[src/rtl/ov7670_capture_if.sv]
// ov7670_capture_if
//   Bundles the camera-side inputs, the arming level and the frame-buffer
//   write side of the OV7670 pixel capture stage.
//   master : the capture block (samples camera/config, drives writes/status)
//   slave  : the surrounding system (drives camera/config, consumes writes)
//   Signals:
//     config_done         arming level from the SCCB controller
//     cam_pclk/vsync/href camera timing, asynchronous to clk
//     cam_d[7:0]          camera data byte
//     wr_en/addr/data     one write per RGB565 pixel
//     frame_done          one-cycle end-of-frame pulse
//     frame_cnt[7:0]      completed frames, wrapping
//     line_err            sticky bad-line-length flag
interface ov7670_capture_if #(
   parameter int ADDR_W = 15
);
   logic              config_done;
   logic              cam_pclk;
   logic              cam_vsync;
   logic              cam_href;
   logic [7:0]        cam_d;
   logic              wr_en;
   logic [ADDR_W-1:0] wr_addr;
   logic [15:0]       wr_data;
   logic              frame_done;
   logic [7:0]        frame_cnt;
   logic              line_err;

   modport master (
      input  config_done, cam_pclk, cam_vsync, cam_href, cam_d,
      output wr_en, wr_addr, wr_data, frame_done, frame_cnt, line_err
   );

   modport slave (
      output config_done, cam_pclk, cam_vsync, cam_href, cam_d,
      input  wr_en, wr_addr, wr_data, frame_done, frame_cnt, line_err
   );
endinterface

[src/rtl/ov7670_capture.sv]
// ov7670_capture
//   Samples the OV7670 parallel bus in the clk domain once armed by
//   config_done, pairs bytes into RGB565 pixels and issues one write per
//   pixel with a linear address. Reports frame completion and bad lines.
//   Ports:
//     clk      system clock (only clock in the block)
//     reset_n  asynchronous active-low reset
//     bus      ov7670_capture_if.master (camera in, writes/status out)
module ov7670_capture #(
   parameter int H_PIXELS = 160,
   parameter int V_LINES  = 120,
   parameter int ADDR_W   = 15
) (
   input  logic             clk,
   input  logic             reset_n,
   ov7670_capture_if.master bus
);
   localparam int XW = $clog2(H_PIXELS + 1);
   localparam int YW = $clog2(V_LINES + 1);

   typedef enum logic [1:0] {WAIT_CFG, WAIT_FRAME, CAPTURE} state_t;

   state_t r_state, w_next;

   // 2-FF synchronizers; data uses the same depth as pclk so a byte and
   // the pclk edge that qualifies it arrive together.
   logic [1:0]      r_pclk_sync, r_vs_sync, r_href_sync;
   logic [1:0][7:0] r_d_sync;
   logic            r_pclk_d, r_vs_d;

   logic            w_pclk_rise, w_vs_rise, w_vs_fall, w_href_s, w_cap;
   logic [7:0]      w_d_s;

   logic [XW-1:0]     r_x;
   logic [YW-1:0]     r_y;
   logic              r_phase, r_href_q, r_x_ovf;
   logic [7:0]        r_hi;
   logic [ADDR_W-1:0] r_addr;

   logic              r_wr_en, r_frame_done, r_line_err;
   logic [ADDR_W-1:0] r_wr_addr;
   logic [15:0]       r_wr_data;
   logic [7:0]        r_frame_cnt;

   always_ff @(posedge clk or negedge reset_n) begin
      if (!reset_n) begin
         r_pclk_sync <= '0;
         r_vs_sync   <= '0;
         r_href_sync <= '0;
         r_d_sync    <= '0;
         r_pclk_d    <= 1'b0;
         r_vs_d      <= 1'b0;
      end else begin
         r_pclk_sync <= {r_pclk_sync[0], bus.cam_pclk};
         r_vs_sync   <= {r_vs_sync[0], bus.cam_vsync};
         r_href_sync <= {r_href_sync[0], bus.cam_href};
         r_d_sync    <= {r_d_sync[0], bus.cam_d};
         r_pclk_d    <= r_pclk_sync[1];
         r_vs_d      <= r_vs_sync[1];
      end
   end

   assign w_pclk_rise = r_pclk_sync[1] & ~r_pclk_d;
   assign w_vs_rise   = r_vs_sync[1] & ~r_vs_d;
   assign w_vs_fall   = ~r_vs_sync[1] & r_vs_d;
   assign w_href_s    = r_href_sync[1];
   assign w_d_s       = r_d_sync[1];
   // Dropping config_done kills capture in the same cycle, not one later.
   assign w_cap       = (r_state == CAPTURE) && bus.config_done;

   always_ff @(posedge clk or negedge reset_n) begin
      if (!reset_n) r_state <= WAIT_CFG;
      else          r_state <= w_next;
   end

   always_comb begin
      w_next = r_state;
      case (r_state)
         WAIT_CFG:   if (bus.config_done) w_next = WAIT_FRAME;
         WAIT_FRAME: if (w_vs_fall)       w_next = CAPTURE;
         CAPTURE:    if (w_vs_rise)       w_next = WAIT_FRAME;
         default:                         w_next = WAIT_CFG;
      endcase
      if (!bus.config_done) w_next = WAIT_CFG;
   end

   always_ff @(posedge clk or negedge reset_n) begin
      if (!reset_n) begin
         r_x          <= '0;
         r_y          <= '0;
         r_phase      <= 1'b0;
         r_href_q     <= 1'b0;
         r_x_ovf      <= 1'b0;
         r_hi         <= '0;
         r_addr       <= '0;
         r_wr_en      <= 1'b0;
         r_wr_addr    <= '0;
         r_wr_data    <= '0;
         r_frame_done <= 1'b0;
         r_frame_cnt  <= '0;
         r_line_err   <= 1'b0;
      end else begin
         r_wr_en      <= 1'b0;
         r_frame_done <= 1'b0;
         if (!w_cap) begin
            // Outside capture the frame position is held at the origin so a
            // new frame always starts at address 0.
            r_x      <= '0;
            r_y      <= '0;
            r_phase  <= 1'b0;
            r_href_q <= 1'b0;
            r_x_ovf  <= 1'b0;
            r_addr   <= '0;
         end else begin
            if (w_pclk_rise) begin
               r_href_q <= w_href_s;
               if (w_href_s) begin
                  r_phase <= ~r_phase;
                  if (!r_phase) begin
                     r_hi <= w_d_s;
                  end else begin
                     if (r_x < XW'(H_PIXELS) && r_y < YW'(V_LINES)) begin
                        r_wr_en   <= 1'b1;
                        r_wr_addr <= r_addr;
                        r_wr_data <= {r_hi, w_d_s};
                        r_addr    <= r_addr + 1'b1;
                     end
                     // x saturates; the overflow flag remembers an overlong
                     // line that saturation would otherwise hide.
                     if (r_x < XW'(H_PIXELS)) r_x <= r_x + 1'b1;
                     else                     r_x_ovf <= 1'b1;
                  end
               end else if (r_href_q) begin
                  if (r_phase || r_x != XW'(H_PIXELS) || r_x_ovf)
                     r_line_err <= 1'b1;
                  r_x     <= '0;
                  r_x_ovf <= 1'b0;
                  r_phase <= 1'b0;
                  if (r_y < YW'(V_LINES)) r_y <= r_y + 1'b1;
               end
            end
            // Line end above and frame end here share a cycle cleanly: the
            // line check lands first, then the state leaves CAPTURE.
            if (w_vs_rise) begin
               r_frame_done <= 1'b1;
               r_frame_cnt  <= r_frame_cnt + 8'd1;
            end
         end
      end
   end

   assign bus.wr_en      = r_wr_en;
   assign bus.wr_addr    = r_wr_addr;
   assign bus.wr_data    = r_wr_data;
   assign bus.frame_done = r_frame_done;
   assign bus.frame_cnt  = r_frame_cnt;
   assign bus.line_err   = r_line_err;
endmodule

[src/flat_wrapper.sv]
// flat-port wrapper written by rule: the top's interface ports become plain ports
module ov7670_capture_flat 
#(
   parameter int H_PIXELS = 160,
   parameter int V_LINES  = 120,
   parameter int ADDR_W   = 15
)
  (clk, reset_n, bus_config_done, bus_cam_pclk, bus_cam_vsync, bus_cam_href, bus_cam_d, bus_wr_en, bus_wr_addr, bus_wr_data, bus_frame_done, bus_frame_cnt, bus_line_err);
  ov7670_capture_if #(.ADDR_W(ADDR_W)) bus_i ();
  input  logic clk;
  input  logic reset_n;
  input wire logic [$bits(bus_i.config_done)-1:0] bus_config_done;
  input wire logic [$bits(bus_i.cam_pclk)-1:0] bus_cam_pclk;
  input wire logic [$bits(bus_i.cam_vsync)-1:0] bus_cam_vsync;
  input wire logic [$bits(bus_i.cam_href)-1:0] bus_cam_href;
  input wire logic [$bits(bus_i.cam_d)-1:0] bus_cam_d;
  output wire logic [$bits(bus_i.wr_en)-1:0] bus_wr_en;
  output wire logic [$bits(bus_i.wr_addr)-1:0] bus_wr_addr;
  output wire logic [$bits(bus_i.wr_data)-1:0] bus_wr_data;
  output wire logic [$bits(bus_i.frame_done)-1:0] bus_frame_done;
  output wire logic [$bits(bus_i.frame_cnt)-1:0] bus_frame_cnt;
  output wire logic [$bits(bus_i.line_err)-1:0] bus_line_err;
  assign bus_i.config_done = bus_config_done;
  assign bus_i.cam_pclk = bus_cam_pclk;
  assign bus_i.cam_vsync = bus_cam_vsync;
  assign bus_i.cam_href = bus_cam_href;
  assign bus_i.cam_d = bus_cam_d;
  assign bus_wr_en = bus_i.wr_en;
  assign bus_wr_addr = bus_i.wr_addr;
  assign bus_wr_data = bus_i.wr_data;
  assign bus_frame_done = bus_i.frame_done;
  assign bus_frame_cnt = bus_i.frame_cnt;
  assign bus_line_err = bus_i.line_err;
  ov7670_capture #(.H_PIXELS(H_PIXELS), .V_LINES(V_LINES), .ADDR_W(ADDR_W)) u_core (.clk(clk), .reset_n(reset_n), .bus(bus_i));
endmodule
[config.mk]
export PLATFORM = sky130hd
export DESIGN_NAME = ov7670_capture_flat
export DESIGN_NICKNAME = d
export VERILOG_FILES = /design/src/rtl/ov7670_capture_if.sv /design/src/rtl/ov7670_capture.sv /design/src/flat_wrapper.sv
export SDC_FILE = /design/constraint.sdc
export NUM_CORES = 1
export LEC_CHECK = 0
export CELL_PAD_IN_SITES_DETAIL_PLACEMENT = 1
export CELL_PAD_IN_SITES_GLOBAL_PLACEMENT = 2
export CORE_MARGIN = 2
export CORE_UTILIZATION = 40
export DETAILED_ROUTE_END_ITERATION = 12
export PLACE_DENSITY = 0.79
export SLEW_MARGIN = 20
export SYNTH_ARGS = -nofsm -noshare
export SYNTH_HDL_FRONTEND = slang
export SYNTH_SLANG_ARGS = --single-unit
[constraint.sdc]
create_clock -name clk -period 4.2 [get_ports clk]
set_input_delay 0.84 -clock clk [delete_from_list [all_inputs] [get_ports clk]]
set_output_delay 0.84 -clock clk [all_outputs]
set_load 0.01 [all_outputs]
==> reports/results.txt, run 1 <==
The run finished with clean final reports. The adder-cell area share of the yosys netlist was 0.0142; the number of primary I/O pins was 56. The part of the power in the clock network came out at 0.354. The share of flip-flops with an asynchronous set or reset after synthesis is 1.00. Derived from the worst setup path, the maximum achievable clock frequency is 411 MHz. The number of flops mapped to enable cells by yosys was 0; the CTS sink count was 109. For the register area share after synthesis, the log shows 0.621. After synthesis, the largest family of logic cells by area is simple AND/OR/NAND/NOR gates. The core region is 10,800 um2. From synthesis to final layout, the design area changed by 20.3%. Counting the buffers created by CTS gives 9.

By area the synthesized netlist is led by sky130_fd_sc_hd__dfrtp_1 (62%), sky130_fd_sc_hd__mux2_2 (10%), sky130_fd_sc_hd__xor2_1 (2.2%), sky130_fd_sc_hd__nand3_1 (1.8%), sky130_fd_sc_hd__a21oi_1 (1.7%). In this run the cell area of the synthesized design comes to 4390 um2. Data on the critical path arrives at its endpoint at 2.70 ns.

Before antenna repair, the detailed router went through 4 iterations. The post-route clock period utilization was 0.579. The final layout contains 421 nets. Data on the critical path is required at its endpoint by 4.47 ns.

The run gives 0 as the remaining antenna violation count after routing. For the number of fill cells in the layout, the log shows 1,125. The most common cell in the synthesized netlist is sky130_fd_sc_hd__dfrtp_1. The share of the synthesized area in compound gates (AO/OA/AOI/OAI) works out to 0.0615. After synthesis the netlist holds a flip-flop and latch count of 109.

Setup repair after global routing left no endpoint under its margin. The average instance in the mapped netlist occupies 12.8 um2. The repair_antennas step left the layout with diodes totalling 0. The worst slew margin relative to its limit came out at 0.566.

The tools report the number of cells upsized or downsized after cts as 0. On the critical path the largest part of the delay comes from simple AND/OR/NAND/NOR gates. In this run, distinct cell masters in the synthesized netlist total 42. The routed design uses 4320 um of met2 wire. The top-area cell type share of the netlist area is 0.621, and the total design power is 1.76 mW. After detailed routing, the number of remaining DRC violations is 0.

The final critical delay including setup and external delays is 2.43 ns. The parity-gate share of the synthesized area counting xor and xnor cells came out at 0.0359. After clock tree synthesis, the setup repair step added 0 buffers. In the final timing run, aggregate negative setup slack is 0 ns. The routed metal-1 wirelength came out at 4030 um.

The kind of critical path is in2reg. Detailed routing inserted a total of 2,875 vias. The first global-routing pass estimated 14,900 um of wire. The initialized floorplan defines 38 standard-cell rows. The logic gate share of total power is 0.032, and the relative contribution of sequential cells to total power is 0.614. The quantity of hold-fixing buffers added after cts was 0. For this run, the leading register cell type out of synthesis is sky130_fd_sc_hd__dfrtp_1. The overall global routing resource usage came out at 0.164. The largest single stage delay on the critical path is 0.53 ns. Count of endpoints failing setup in the final report: 0. The slowest stage of the critical path is the sky130_fd_sc_hd__clkdlybuf4s50_1 cell. The pin count of the biggest net entering global routing was 52; the via count of the first global-routing pass was 3,029. The run gives 0.407 as the starting density of the core. TritonCTS built the clock tree.

After detailed routing, the total wire length is 8770 um. In this run the horizontal extent of the chip is 109 um. CTS placed an instance of sky130_fd_sc_hd__clkbuf_8 at the clock tree root. The count of routing violations after the opening detailed-route iteration came out at 100. After technology mapping, the gate count stands at 342. The number of antenna violations at the first check in global routing was 0.

The number of synthesis warnings was 0; the peak fanout along the critical path was 9. For the HPWL reported at the end of detailed placement, the log shows 5900 um. For the pin with the worst max-slew slack, the measured transition is 0.650 ns. The path type of the worst min-delay path was reg2reg. Clock-pin slew was measured on the worst setup and hold paths at 0.10 ns. The number of pins exceeding their max-slew limit in the final report was 0; the overall die area was 11,800 um2. The top routing layer in use is met4. The tools report the last weighted congestion value of the routability-driven placer as 0.776. The synthesized design spends more area on one cell type than any other, namely sky130_fd_sc_hd__dfrtp_1. The number of buffers on the longest clock path is 2, and the combined buffer and inverter count along the critical path is 1.

The clock insertion delay at the later pin of the skew report came out at 0.38 ns. In the routed layout, each cell is associated on average with a via count of 5.26. The tools report the maximum clock skew at final layout as 0.00997 ns. For this run the aggregate overflow at the end of global routing stands at 0. Port buffering added 55 buffers. From bottom edge to top edge, the die measures 109 um.

Summed over all cells, the static leakage comes to 2.34 nW. The tools report the H-tree depth as 3. The net switching share of the total power came out at 0.234. Walking the worst path, the cells encountered are clkdlybuf4s50_1 > and3b_1 > nand3_1 > mux2_2. The commonest cells after synthesis are sky130_fd_sc_hd__dfrtp_1 (109), sky130_fd_sc_hd__mux2_2 (39), sky130_fd_sc_hd__nor2_1 (20). The internal portion of the total power is 1.35 mW.

The logs give 0 for the number of maximum-capacitance violations and 2.07 ns for the setup slack on the worst flop-to-flop path. The share of cell area taken by muxes after synthesis was 0.103; the per-cell routed wire length was 16.0 um. Power per standard cell area: 333 nW/um2.

For this design the total switching power over the nets is 0.412 mW. The worst-case IR drop observed on VDD is 178 uV. STA classifies the critical path startpoint as a primary input. The sum of met3 wire segment lengths after detailed routing was 244 um; the basic-gate share of the synthesized area counting and, or, nand and nor cells was 0.144. The number of nets in the synthesized netlist is 361. The final count of hold timing violations is 0.

The tools report the endpoint type of the worst setup path as a flop. Share of cells above drive strength 1: 0.162.
-- metal layers --
metal / vias up / global-route usage
met1: 1478 / 0.216
met2: 37 / 0.263
met3: 10 / 0.0293
met4: 0 / 0.0797
met5: - / 0
li1: 1350 / -
-- path summary, 6_finish.rpt --
check,startpoint,end,cells after the start
max,bus_config_done,u_core.r_hi[7],4
min reg2reg,u_core.r_vs_sync[0],u_core.r_vs_sync[1],0
min,u_core.r_vs_sync[0],u_core.r_vs_sync[1],0
min in group asynchronous,reset_n,u_core.bus.wr_addr[2],1
max in group asynchronous,reset_n,u_core.bus.wr_data[2],2
max reg2reg,u_core.r_href_sync[1],u_core.r_addr[14],4
-- area by class of cell --
| type | count | area [um2] | share of cell area |
|---|---|---|---|
| flip-flops and latches | 109 | 2730 | 0.516 |
| multi-input cells | 215 | 1570 | 0.298 |
| repair buffers | 61 | 593 | 0.112 |
| well taps | 140 | 175 | 0.0331 |
| clock buffers | 11 | 151 | 0.0286 |
| clock inverters | 5 | 42.5 | 0.00805 |
| inverters | 6 | 22.5 | 0.00426 |
-- state kept, by name (all words and copies together) (netlist names), 7 cells and up --
signal	cells
u_core.r_addr	15
u_core.r_hi	8
u_core.bus.wr_data	16
u_core.bus.frame_cnt	8
u_core.w_d_s	8
u_core.r_x	8
u_core.bus.wr_addr	15
u_core.r_d_sync	8
u_core.r_y	7
-- power by group through the flow --
stage          Sequential [mW]  Clock, mW  Combinational [mW]
5_1_grt                   1.09      0.688              0.0642
3_5_place_dp              1.10          0              0.0584
2_1_floorplan             1.10          0              0.0156
6_report                  1.08      0.623              0.0556
3_3_place_gp              1.10          0              0.0572
4_1_cts                   1.08      0.649              0.0587
-- kinds of logic (layout without fill, tap and decap cells) --
kind of cell | Yosys count | count (layout)
buffers and inverters | 18 | 83
adder cells (fa/ha/maj) | 5 | 5
multiplexers | 40 | 40
AND/OR/NAND/NOR | 111 | 111
AO/OA/AOI/OAI | 41 | 41
XOR/XNOR | 18 | 18
flip-flops | 109 | 109
-- through the flow --
| step | util | instances | cell area (um2) | hold WS (ns) | worst slack (ns) |
|---|---|---|---|---|---|
| final | 0.490 | 547 | 5290 | 0.358 | 1.77 |
| after detailed placement | 0.472 | 531 | 5090 | 0.336 | 1.42 |
| after CTS | 0.490 | 547 | 5290 | 0.361 | 1.76 |
| after global placement | 0.472 | 531 | 5090 | 0.331 | 1.44 |
| after global routing | 0.490 | 547 | 5290 | 0.364 | 1.66 |
| after floorplan | - | 342 | 4390 | 0.331 | 2.23 |
-- layout by cell type, fill, tap and decap left out, types with 3 or more instances in the layout --
master / count
sky130_fd_sc_hd__nand4_1: 12
sky130_fd_sc_hd__o31ai_1: 8
sky130_fd_sc_hd__xnor2_1: 7
sky130_fd_sc_hd__nor2_1: 20
sky130_fd_sc_hd__xor2_1: 11
sky130_fd_sc_hd__nand4b_1: 3
sky130_fd_sc_hd__o21a_1: 4
sky130_fd_sc_hd__clkbuf_8: 11
sky130_fd_sc_hd__buf_4: 7
sky130_fd_sc_hd__mux2_2: 39
sky130_fd_sc_hd__dfrtp_1: 109
sky130_fd_sc_hd__and4_1: 4
sky130_fd_sc_hd__nand2b_1: 3
sky130_fd_sc_hd__ha_1: 5
sky130_fd_sc_hd__nor3_1: 5
sky130_fd_sc_hd__inv_1: 6
sky130_fd_sc_hd__or4_1: 8
sky130_fd_sc_hd__nand2_1: 19
sky130_fd_sc_hd__and2_1: 3
sky130_fd_sc_hd__o21ai_0: 4
sky130_fd_sc_hd__nand3_1: 16
sky130_fd_sc_hd__and3_1: 7
sky130_fd_sc_hd__clkdlybuf4s50_1: 54
sky130_fd_sc_hd__a21oi_1: 15
Note: power is estimated with default switching activity, not from simulation.
==> run 2: changes to the inputs <==
- CORE_UTILIZATION: 40 -> 34
- PLACE_DENSITY: 0.79 -> 0.71
- clock period: 4.2 -> 2.2 ns (I/O delays scaled with it)
==> reports/results.txt, run 2 (synthesized netlist as in run 1, its figures left out) <==
In this run the critical register-to-register path is launched from u_core.r_phase. The run gives 0 (unchanged) as the quantity of hold-fixing buffers added after cts. The final-layout setup total negative slack came out at 0 ns (unchanged). The tools report the required time at the worst-slack endpoint as 2.48 ns (-1.99 ns). Number of primary I/O pins: 56 (unchanged). For the total congestion overflow, the log shows 0 (unchanged). The die extent in x is 118 um (+8.2%).

Register clock-pin slew on the reported worst setup and hold paths: 0.07 ns (-0.03 ns). Based on the critical path, the design can be clocked at up to 537 MHz. The post-route DRC violation count was 0 (unchanged). The per-cell routed wire length came out at 15.3 um (-4.8%).

The run finished with clean final reports. The remaining antenna violation count after routing is 0 (unchanged). The tools report the end of the worst register-to-register path as u_core.r_addr[14]. The logs give 5530 um2 (+4.6%) for the final design instance area without fill and 0.599 (+0.0321) for the worst slew margin relative to its limit. The final count of hold timing violations was 0 (unchanged). The worst hold slack is 0.150 ns (-0.208 ns), and the last weighted congestion value of the routability-driven placer is 0.741 (-4.5%).

The actual slew at the worst max-slew pin came out at 0.602 ns (-0.0481 ns). From synthesis to final layout, the design area changed by 25.8%. The root buffer cell chosen for the clock tree is sky130_fd_sc_hd__clkbuf_16.

The final core utilization was 0.438 (-0.0517); the count of routing violations after the opening detailed-route iteration was 131 (+31%). Final critical delay including setup and external delays: 1.86 ns. The tools report the data arrival time at the worst-slack endpoint as 2.14 ns (-0.56 ns).

The tools report the overall routed net length as 8960 um (+2.1%). The peak fanout along the critical path is 14 (+5), and the number of cells upsized or downsized after cts is 0 (unchanged). Total cell area at the placement stage: 5230 um2 (+2.7%). The starting density of the core came out at 0.348 (-0.0589).

The path type of the worst min-delay path was in2async. The clock insertion delay at the later pin of the skew report is 0.35 ns (-0.03 ns), and the first-pass GRT wire length is 15,400 um (+3.7%). The number of buffers on the longest clock path is 2 (unchanged). The count of port buffers added during placement came out at 55 (unchanged). The number of antenna violations at the first check in global routing was 0 (unchanged); the H-tree depth was 3 (unchanged). The met2 usage was 0.223 (-0.0399); the flip-flop count of the largest register, all copies and words added was 16 (unchanged). Kind of critical path: reg2reg. Endpoint type of the worst setup path: a flop. For the global-route met1 utilization, the log shows 0.184 (-0.0317). The post-route clock period utilization is 0.846, and the via total after detailed routing is 2,881 (+0.21%).

The total number of placement rows was 41 (+7.9%). The largest vdd supply drop came out at 276 uV (+55%). The tools report the area of the core as 12,600 um2 (+17%). The vertical die dimension is 118 um (+8.2%).

The share of cells above drive strength 1 came out at 0.176 (+0.0137). Antenna diode count: 0 (unchanged). The run gives 0.34 ns (-1.73 ns) as the setup slack on the worst flop-to-flop path.

The mean number of vias per cell came out at 4.91 (-6.6%). Total design power: 3.79 mW (+120%). The run gives 0 (unchanged) as the count of endpoints failing setup in the final report.

The final layout net count was 429 (+1.9%). The total iterations of the first detailed-routing run is 5 (+1). The pin count of the biggest net entering global routing was 110 (+110%). The run gives 13,800 um2 (+17%) as the overall die area. The worst setup path is launched from a flop.

TritonCTS built the clock tree. The post-CTS setup buffer count was 0 (unchanged). The tools report the number of maximum-capacitance violations as 0 (unchanged).

The logs give 3,013 (-0.53%) for the via count of the first global-routing pass and 0.00801 ns (-0.00196 ns) for the maximum clock skew at final layout. For the number of buffers created by CTS, the log shows 9 (unchanged). The HPWL reported at the end of detailed placement came out at 6090 um (+3.3%). The library cell used most frequently in the layout, excluding fill and tap cells, is sky130_fd_sc_hd__dfrtp_1. The power per standard cell area came out at 686 nW/um2 (+110%). Setup repair after global routing left no endpoint under its margin.

The met3 demand-to-capacity share in global routing is 0.0354 (+0.00608). The highest-utilization routing layer at the global route stage is met2. The CTS sink count came out at 109 (unchanged).

The top cell types in the final layout, fill and taps aside, are sky130_fd_sc_hd__dfrtp_1 (109), sky130_fd_sc_hd__clkdlybuf4s50_1 (54), sky130_fd_sc_hd__mux2_2 (39). The logs give 2.44 nW (+4.5%) for the leakage component of the power and 0.141 (-0.0236) for the overall global routing resource usage. The run gives 0 (unchanged) as the number of pins exceeding their max-slew limit in the final report. The path depth of the worst reg2reg path works out to 4 (unchanged).
-- run 2: cell types whose count changed in the layout (fill, tap and decap cells not counted), sizes merged --
cell,delta
buf,+8
clkinvlp,-1
clkbuf,-1
bufinv,+1
clkinv,+1
-- run 2: where the power goes --
part / switching, mW / internal [mW]
clock: 0.724 / 0.891
sequential: 0.0220 / 2.04
combinational: 0.0639 / 0.0509
total: 0.809 / 2.98
-- run 2: cell type report --
type                       count  area, um2
clock buffer                  10        229
clock inverter                 6       68.8
fill                        1338       7090
timing repair buffer          69        691
tap                          172        215
inverter                       6       22.5
multi-input combinational    215       1570
sequential                   109       2730
-- run 2: routing by layer --
layer / up-vias / share of wire
li1: 1370 / -
met4: 0 / 0.015
met3: 8 / 0.030
met5: - / 0
met2: 40 / 0.49
met1: 1463 / 0.46
-- run 2: worst max-delay path by stage --
stage | start | to | slack [ns] | depth (start not counted)
4_1_cts | u_core.r_phase | u_core.r_addr[14] | 0.34 | 4
5_1_grt | u_core.r_phase | u_core.r_addr[14] | 0.23 | 4
3_3_place_gp | bus_config_done | u_core.bus.wr_data[13] | 0.14 | 5
6_report | u_core.r_phase | u_core.r_addr[14] | 0.34 | 4
2_1_floorplan | u_core.r_x[6] | u_core.bus.line_err | 0.52 | 4
3_5_place_dp | bus_config_done | u_core.bus.wr_data[13] | 0.07 | 5
-- run 2: metrics by stage --
| stage | setup slack [ns] | std cells |
|---|---|---|
| floorplan | 0.524 | 342 |
| global placement | 0.142 | 571 |
| detailed placement | 0.0699 | 571 |
| CTS | 0.345 | 587 |
| global route | 0.233 | 587 |
| finish | 0.339 | 587 |
-- run 2: worst max-delay path, cell delays in order (launching register included) --
cell                      delay [ns]
sky130_fd_sc_hd__dfrtp_1        0.46
sky130_fd_sc_hd__and4b_1        0.38
sky130_fd_sc_hd__nand4_4        0.24
sky130_fd_sc_hd__or4_1          0.55
sky130_fd_sc_hd__a21oi_1        0.15
